## config.mk

```make
export PLATFORM = sky130hd
export DESIGN_NAME = unified_mem_arbiter
export DESIGN_NICKNAME = d
export VERILOG_FILES = /design/src/rtl/riscv_mem_pkg.sv /design/src/rtl/uma_rdata_hold.sv /design/src/rtl/unified_mem_arbiter.sv
export SDC_FILE = /design/constraint.sdc
export NUM_CORES = 1
export LEC_CHECK = 0
export ABC_CLOCK_PERIOD_IN_PS = 2900
export CORE_MARGIN = 4
export CORE_UTILIZATION = 35
export DETAILED_ROUTE_END_ITERATION = 10
export PLACE_DENSITY_LB_ADDON = 0.08
export SLEW_MARGIN = 20
export SYNTH_ARGS = -nofsm -noshare
export SYNTH_HDL_FRONTEND = slang
export SYNTH_HIERARCHICAL = 1
export SYNTH_SLANG_ARGS = --single-unit
```

## constraint.sdc

```tcl
create_clock -name CLK -period 2.9 [get_ports CLK]
set_input_delay 0.58 -clock CLK [delete_from_list [all_inputs] [get_ports CLK]]
set_output_delay 0.58 -clock CLK [all_outputs]
set_load 0.005 [all_outputs]
```

## src/rtl/riscv_mem_pkg.sv

```systemverilog
// Shared memory-side definitions for the RISC-V core memory blocks:
// return-owner encoding, idle pin levels for the SP_SRAM, bus widths.
package riscv_mem_pkg;

    localparam int BE_W   = 4;
    localparam int DATA_W = 32;

    // Which requester the read in flight belongs to.
    typedef enum logic [1:0] {
        RET_NONE = 2'd0,
        RET_D    = 2'd1,
        RET_I    = 2'd2
    } ret_owner_e;

    // SRAM control pins are active-low; these are their inactive levels.
    localparam logic MEM_CSN_IDLE = 1'b1;
    localparam logic MEM_WEN_READ = 1'b1;

endpackage

```

## src/rtl/uma_rdata_hold.sv

```systemverilog
// Per-requester read return: RVALID generation, pass-through of the SRAM
// output in the return cycle, and a hold register that keeps the last read
// word stable on RDATA until this requester's next read completes.
module uma_rdata_hold
    import riscv_mem_pkg::*;
(
    input  logic              clk,
    input  logic              rst_n,
    input  logic              is_owner,
    input  logic [DATA_W-1:0] mem_dout,
    output logic              rvalid,
    output logic [DATA_W-1:0] rdata
);

    logic [DATA_W-1:0] hold_d;
    logic [DATA_W-1:0] hold_q;

    // Capture the returning word only when this requester owns the return.
    always_comb begin
        hold_d = hold_q;
        if (is_owner) begin
            hold_d = mem_dout;
        end
    end

    // Hold register, cleared by reset.
    always_ff @(posedge clk or negedge rst_n) begin
        if (!rst_n) begin
            hold_q <= '0;
        end else begin
            hold_q <= hold_d;
        end
    end

    assign rvalid = is_owner;
    assign rdata  = is_owner ? mem_dout : hold_q;

endmodule

```

## src/rtl/unified_mem_arbiter.sv

```systemverilog
// Arbitrates one single-port SRAM (1-cycle synchronous read) between the
// core's fetch port (I) and load/store port (D). One access per cycle,
// D has priority; read data is routed back to the issuing port.
// Optional feature macro: UMA_STARVE_GUARD_EN (starve counter + I override).
module unified_mem_arbiter
    import riscv_mem_pkg::*;
#(
    parameter int AWIDTH       = 12,
    parameter int STARVE_LIMIT = 4
) (
    input  logic              CLK,
    input  logic              RSTn,
    input  logic              D_REQ,
    input  logic              D_WEN,
    input  logic [BE_W-1:0]   D_BE,
    input  logic [31:0]       D_ADDR,
    input  logic [31:0]       D_WDATA,
    output logic              D_GNT,
    output logic              D_RVALID,
    output logic [31:0]       D_RDATA,
    input  logic              I_REQ,
    input  logic [31:0]       I_ADDR,
    output logic              I_GNT,
    output logic              I_RVALID,
    output logic [31:0]       I_RDATA,
    output logic              MEM_CSN,
    output logic              MEM_WEN,
    output logic [BE_W-1:0]   MEM_BE,
    output logic [AWIDTH-1:0] MEM_ADDR,
    output logic [31:0]       MEM_DI,
    input  logic [31:0]       MEM_DOUT
);

    if (STARVE_LIMIT < 1 || STARVE_LIMIT > 15) begin : g_bad_starve_limit
        $error("STARVE_LIMIT must be in 1..15");
    end

    logic       d_win;
    logic       i_win;
    logic       i_force;
    ret_owner_e owner_d;
    ret_owner_e owner_q;

    // Byte offset and bits above the SRAM range are not part of the word address.
    logic unused_addr_bits;
    assign unused_addr_bits = ^{D_ADDR[31:AWIDTH+2], D_ADDR[1:0],
                                I_ADDR[31:AWIDTH+2], I_ADDR[1:0]};

`ifdef UMA_STARVE_GUARD_EN
    localparam logic [3:0] STARVE_MAX = 4'(STARVE_LIMIT);

    logic [3:0] starve_d;
    logic [3:0] starve_q;

    assign i_force = I_REQ && (starve_q == STARVE_MAX);

    // Count D wins while I is waiting; any I grant or idle I clears it.
    always_comb begin
        starve_d = starve_q;
        if (!I_REQ || i_win) begin
            starve_d = '0;
        end else if (d_win && (starve_q != STARVE_MAX)) begin
            starve_d = starve_q + 4'd1;
        end
    end

    // Starve counter register.
    always_ff @(posedge CLK or negedge RSTn) begin
        if (!RSTn) begin
            starve_q <= '0;
        end else begin
            starve_q <= starve_d;
        end
    end
`else
    assign i_force = 1'b0;
`endif

    // Same-cycle arbitration; nothing is granted while reset is held.
    always_comb begin
        d_win = 1'b0;
        i_win = 1'b0;
        if (RSTn) begin
            if (i_force) begin
                i_win = 1'b1;
            end else if (D_REQ) begin
                d_win = 1'b1;
            end else if (I_REQ) begin
                i_win = 1'b1;
            end
        end
    end

    assign D_GNT = d_win;
    assign I_GNT = i_win;

    // Drive the SRAM pins from the winner, or park them idle.
    always_comb begin
        MEM_CSN  = MEM_CSN_IDLE;
        MEM_WEN  = MEM_WEN_READ;
        MEM_BE   = '0;
        MEM_ADDR = '0;
        MEM_DI   = '0;
        if (d_win) begin
            MEM_CSN  = 1'b0;
            MEM_WEN  = D_WEN;
            MEM_BE   = D_BE;
            MEM_ADDR = D_ADDR[AWIDTH+1:2];
            MEM_DI   = D_WDATA;
        end else if (i_win) begin
            MEM_CSN  = 1'b0;
            MEM_ADDR = I_ADDR[AWIDTH+1:2];
        end
    end

    // Return-owner next state: only reads produce a return next cycle.
    always_comb begin
        owner_d = RET_NONE;
        if (d_win && D_WEN) begin
            owner_d = RET_D;
        end else if (i_win) begin
            owner_d = RET_I;
        end
    end

    // Return-owner register; reset drops any return in flight.
    always_ff @(posedge CLK or negedge RSTn) begin
        if (!RSTn) begin
            owner_q <= RET_NONE;
        end else begin
            owner_q <= owner_d;
        end
    end

    uma_rdata_hold u_d_hold (
        .clk      (CLK),
        .rst_n    (RSTn),
        .is_owner (owner_q == RET_D),
        .mem_dout (MEM_DOUT),
        .rvalid   (D_RVALID),
        .rdata    (D_RDATA)
    );

    uma_rdata_hold u_i_hold (
        .clk      (CLK),
        .rst_n    (RSTn),
        .is_owner (owner_q == RET_I),
        .mem_dout (MEM_DOUT),
        .rvalid   (I_RVALID),
        .rdata    (I_RDATA)
    );

endmodule

```

==> out/results.txt, run 1 <==
sequential cell area fraction in the yosys report - 51.32%
vias per cell - 4.701
FF/Latch Area - 1652 sq um
Slowest-stage cell, CP - clkdlybuf4s50_1
CTS Buf Count - 9
synth cell count leaders - 66 x dfrtp_1, 60 x mux2_4, 37 x and3_1, 12 x a32o_1, 6 x buf_12
unrepaired setup endpoints after global routing - no
fill cell total of the finished layout - 699
H-tree Lvls - 3
CTS tree - done
Die W - 103.9 um
post_cts resized - 0
fmax - 357.4 MHz
Buf/Inv on CP - 3
fin crit share - 96.48%
post-layout minimum cycle time - 2.798 ns
Starting Density - 36.37%
syn nets - 345
Slew Limit Fails - 0
vias in the first global route - 2768
worst slew pin tran - 0.5615 ns
top-count cell post-synth - dfrtp_1
I/O pins - 255
number of port buffers - 214
ys flop type - dfrtp_1
Avg Inst Size Synth - 15.47 sq um
final wirelength - 9.771 mm
pin count of the biggest net entering global routing - 46
worst path cell trace - clkdlybuf4s50_1 > buf_4 > and3_1 > clkdlybuf4s50_1
initial DRC count - 65
share of flip-flops with an asynchronous set or reset - 100.0%
clock root cell - clkbuf_8
Layout Area Growth over Synthesis - 73.91%
Fin Hold WS - 0.2508 ns
DRC viols - 0
Pleak - 2.465 nW
Antenna diodes - 0
worst setup path startpoint - D_REQ
Post-synth EDFFs - 0
Placer Congestion - 0.7558
Fin. Hold Viols - 0
WL per Instance - 18.26 um
Clock Skew - 0.008114 ns
FF+latch count, synth - 66
die area - 10790 sq um
First-pass DRT Iterations - 4
via count - 2515
Max Cap Viol - 0
# rows - 34
Gate Count Post-Synth - 208
Synth area leader - dfrtp_1
WP depth - 4
layout net count - 559
Most common cell on crit path - clkdlybuf4s50_1
dpl hpwl - 7.532 mm
Worst-Skew Late Latency - 0.33 ns
WP data required - 2.32 ns
Worst R2R Path Depth - 3
count of final setup violators - 0
Clock Tree Buf Depth - 2
Ys Warns - 6
TNS Setup - 0 ns
GRT Total Usage - 17.78%
outcome - completed
first-pass GRT wire length - 15.07 mm
grt met3 use - 8.070%
Finished Core Util - 63.25%
grt met1 use - 19.40%
Core ar. - 8848 sq um
met2 GRT Util - 30.73%
critical path class - input port to output port
initial antenna violation count - 0
Slew HR - 62.57%
crit end category - output port
Antenna Violating Nets Remaining - 0
crit-path max cell delay - 0.59 ns
synthesized area - 3218 sq um
Clock Pin Slew Worst Setup and Hold Paths - 0.07 ns
CP Launch Type - input port
DIE HEIGHT - 103.9 um
total gr overflow - 0
post-place setup slack - 0.07418 ns
Setup WS post-layout - 0.1021 ns
Synth top area share - 51.32%
fraction of layout cells with a size suffix above 1 - 22.01%
maximum fanout along the worst path - 34
Worst EP arrival - 2.22 ns
clk sink count - 66
largest cells by area after synthesis - dfrtp_1 51%, mux2_4 28%, and3_1 7.2%
Post-CTS Hold Buffers - 0
worst hold path class - input port to asynchronous set/reset pin
synth unique cells - 17
busiest grt layer - met2
family with the most delay on the worst path - buffers and inverters
IR drop worst, VDD - 253.6 uV
area taken by multi-input logic gates - 1366 sq um
Critical R2R Launch - owner_q[0]
pwr/cell area - 550.3 nW/um^2
Setup Buffers After CTS - 0
[state kept, by name, indices dropped and copies added, names as in the netlist]
| signal | flops |
|---|---|
| owner_q | 2 |
| u_d_hold/hold_q | 32 |
| u_i_hold/hold_q | 32 |
[worst paths after layout]
path	to	slack [ns]
min in group CLK	u_d_hold/hold_q[26]	0.49
setup reg to reg	u_d_hold/hold_q[30]	1.48
max in group asynchronous	u_i_hold/hold_q[24]	1.82
hold / removal	u_d_hold/hold_q[8]	0.25
hold reg to reg	u_d_hold/hold_q[26]	0.49
setup / recovery	MEM_DI[7]	0.10
[routing by layer]
metal	wire [um]	share of wire, %	vias up
li1	-	-	1181
met2	4903	50	126
met1	3721	38	1195
met3	982	10	13
met4	163	1.7	0
met5	0	0	-
[where the power goes]
group	switching (W)	total, W	internal, W
Combinational	0.000322	0.00107	0.000743
Sequential	0.0000503	0.00115	0.00110
Clock	0.000328	0.000860	0.000531
[placed cells by master, fill, tap and decap left out]
cell / Yosys / layout
buf_4: 3 / 11
nand2b_1: 1 / 1
o21ai_0: 1 / 1
dfrtp_1: 66 / 66
clkinv_4: 0 / 1
mux2_2: 4 / 4
clkdlybuf4s50_1: 0 / 213
and3_1: 37 / 37
and2_1: 2 / 2
nor2b_4: 0 / 2
clkbuf_8: 0 / 11
clkbuf_1: 5 / 1
mux2_4: 60 / 60
clkinv_2: 0 / 1
bufinv_16: 0 / 2
a32o_1: 12 / 12
and2_4: 1 / 1
nor2b_2: 1 / 1
[cell type report]
type	instances	area share [%]
Clock buffer	12	2.772
Clock inverter	4	1.319
Multi-Input combinational cell	121	24.41
Sequential cell	66	29.51
Tap cell	108	2.414
Timing Repair Buffer	224	39.57
[logic make-up (layout without fill, tap and decap cells)]
logic type	Yosys count	count (layout)	synth area share (%)
AO/OA/AOI/OAI	13	13	3.888
buffers and inverters	21	240	6.688
flip-flops	66	66	51.32
multiplexers	64	64	29.39
AND/OR/NAND/NOR	44	44	8.709
[through the flow]
step	power, W	area (sq um)	cells
4_1_cts	0.003133	5597	535
3_5_place_dp	0.002244	5368	519
2_1_floorplan	0.001587	3218	208
3_3_place_gp	0.002237	5368	519
5_1_grt	0.003233	5597	535
6_report	0.003080	5597	535
No activity file was read; power rests on OpenSTA's default activity.
==> run 2: changes to the inputs <==
Settings changed: SKIP_CTS_REPAIR_TIMING from default to 1.
==> results of run 2 <==
Same layout as run 1: the final DEF is identical, and so are final timing and power.
==> run 3: changes to the inputs <==
Settings changed: CAP_MARGIN from default to 20.
==> results of run 3 <==
Same layout as run 1: the final DEF is identical, and so are final timing and power.
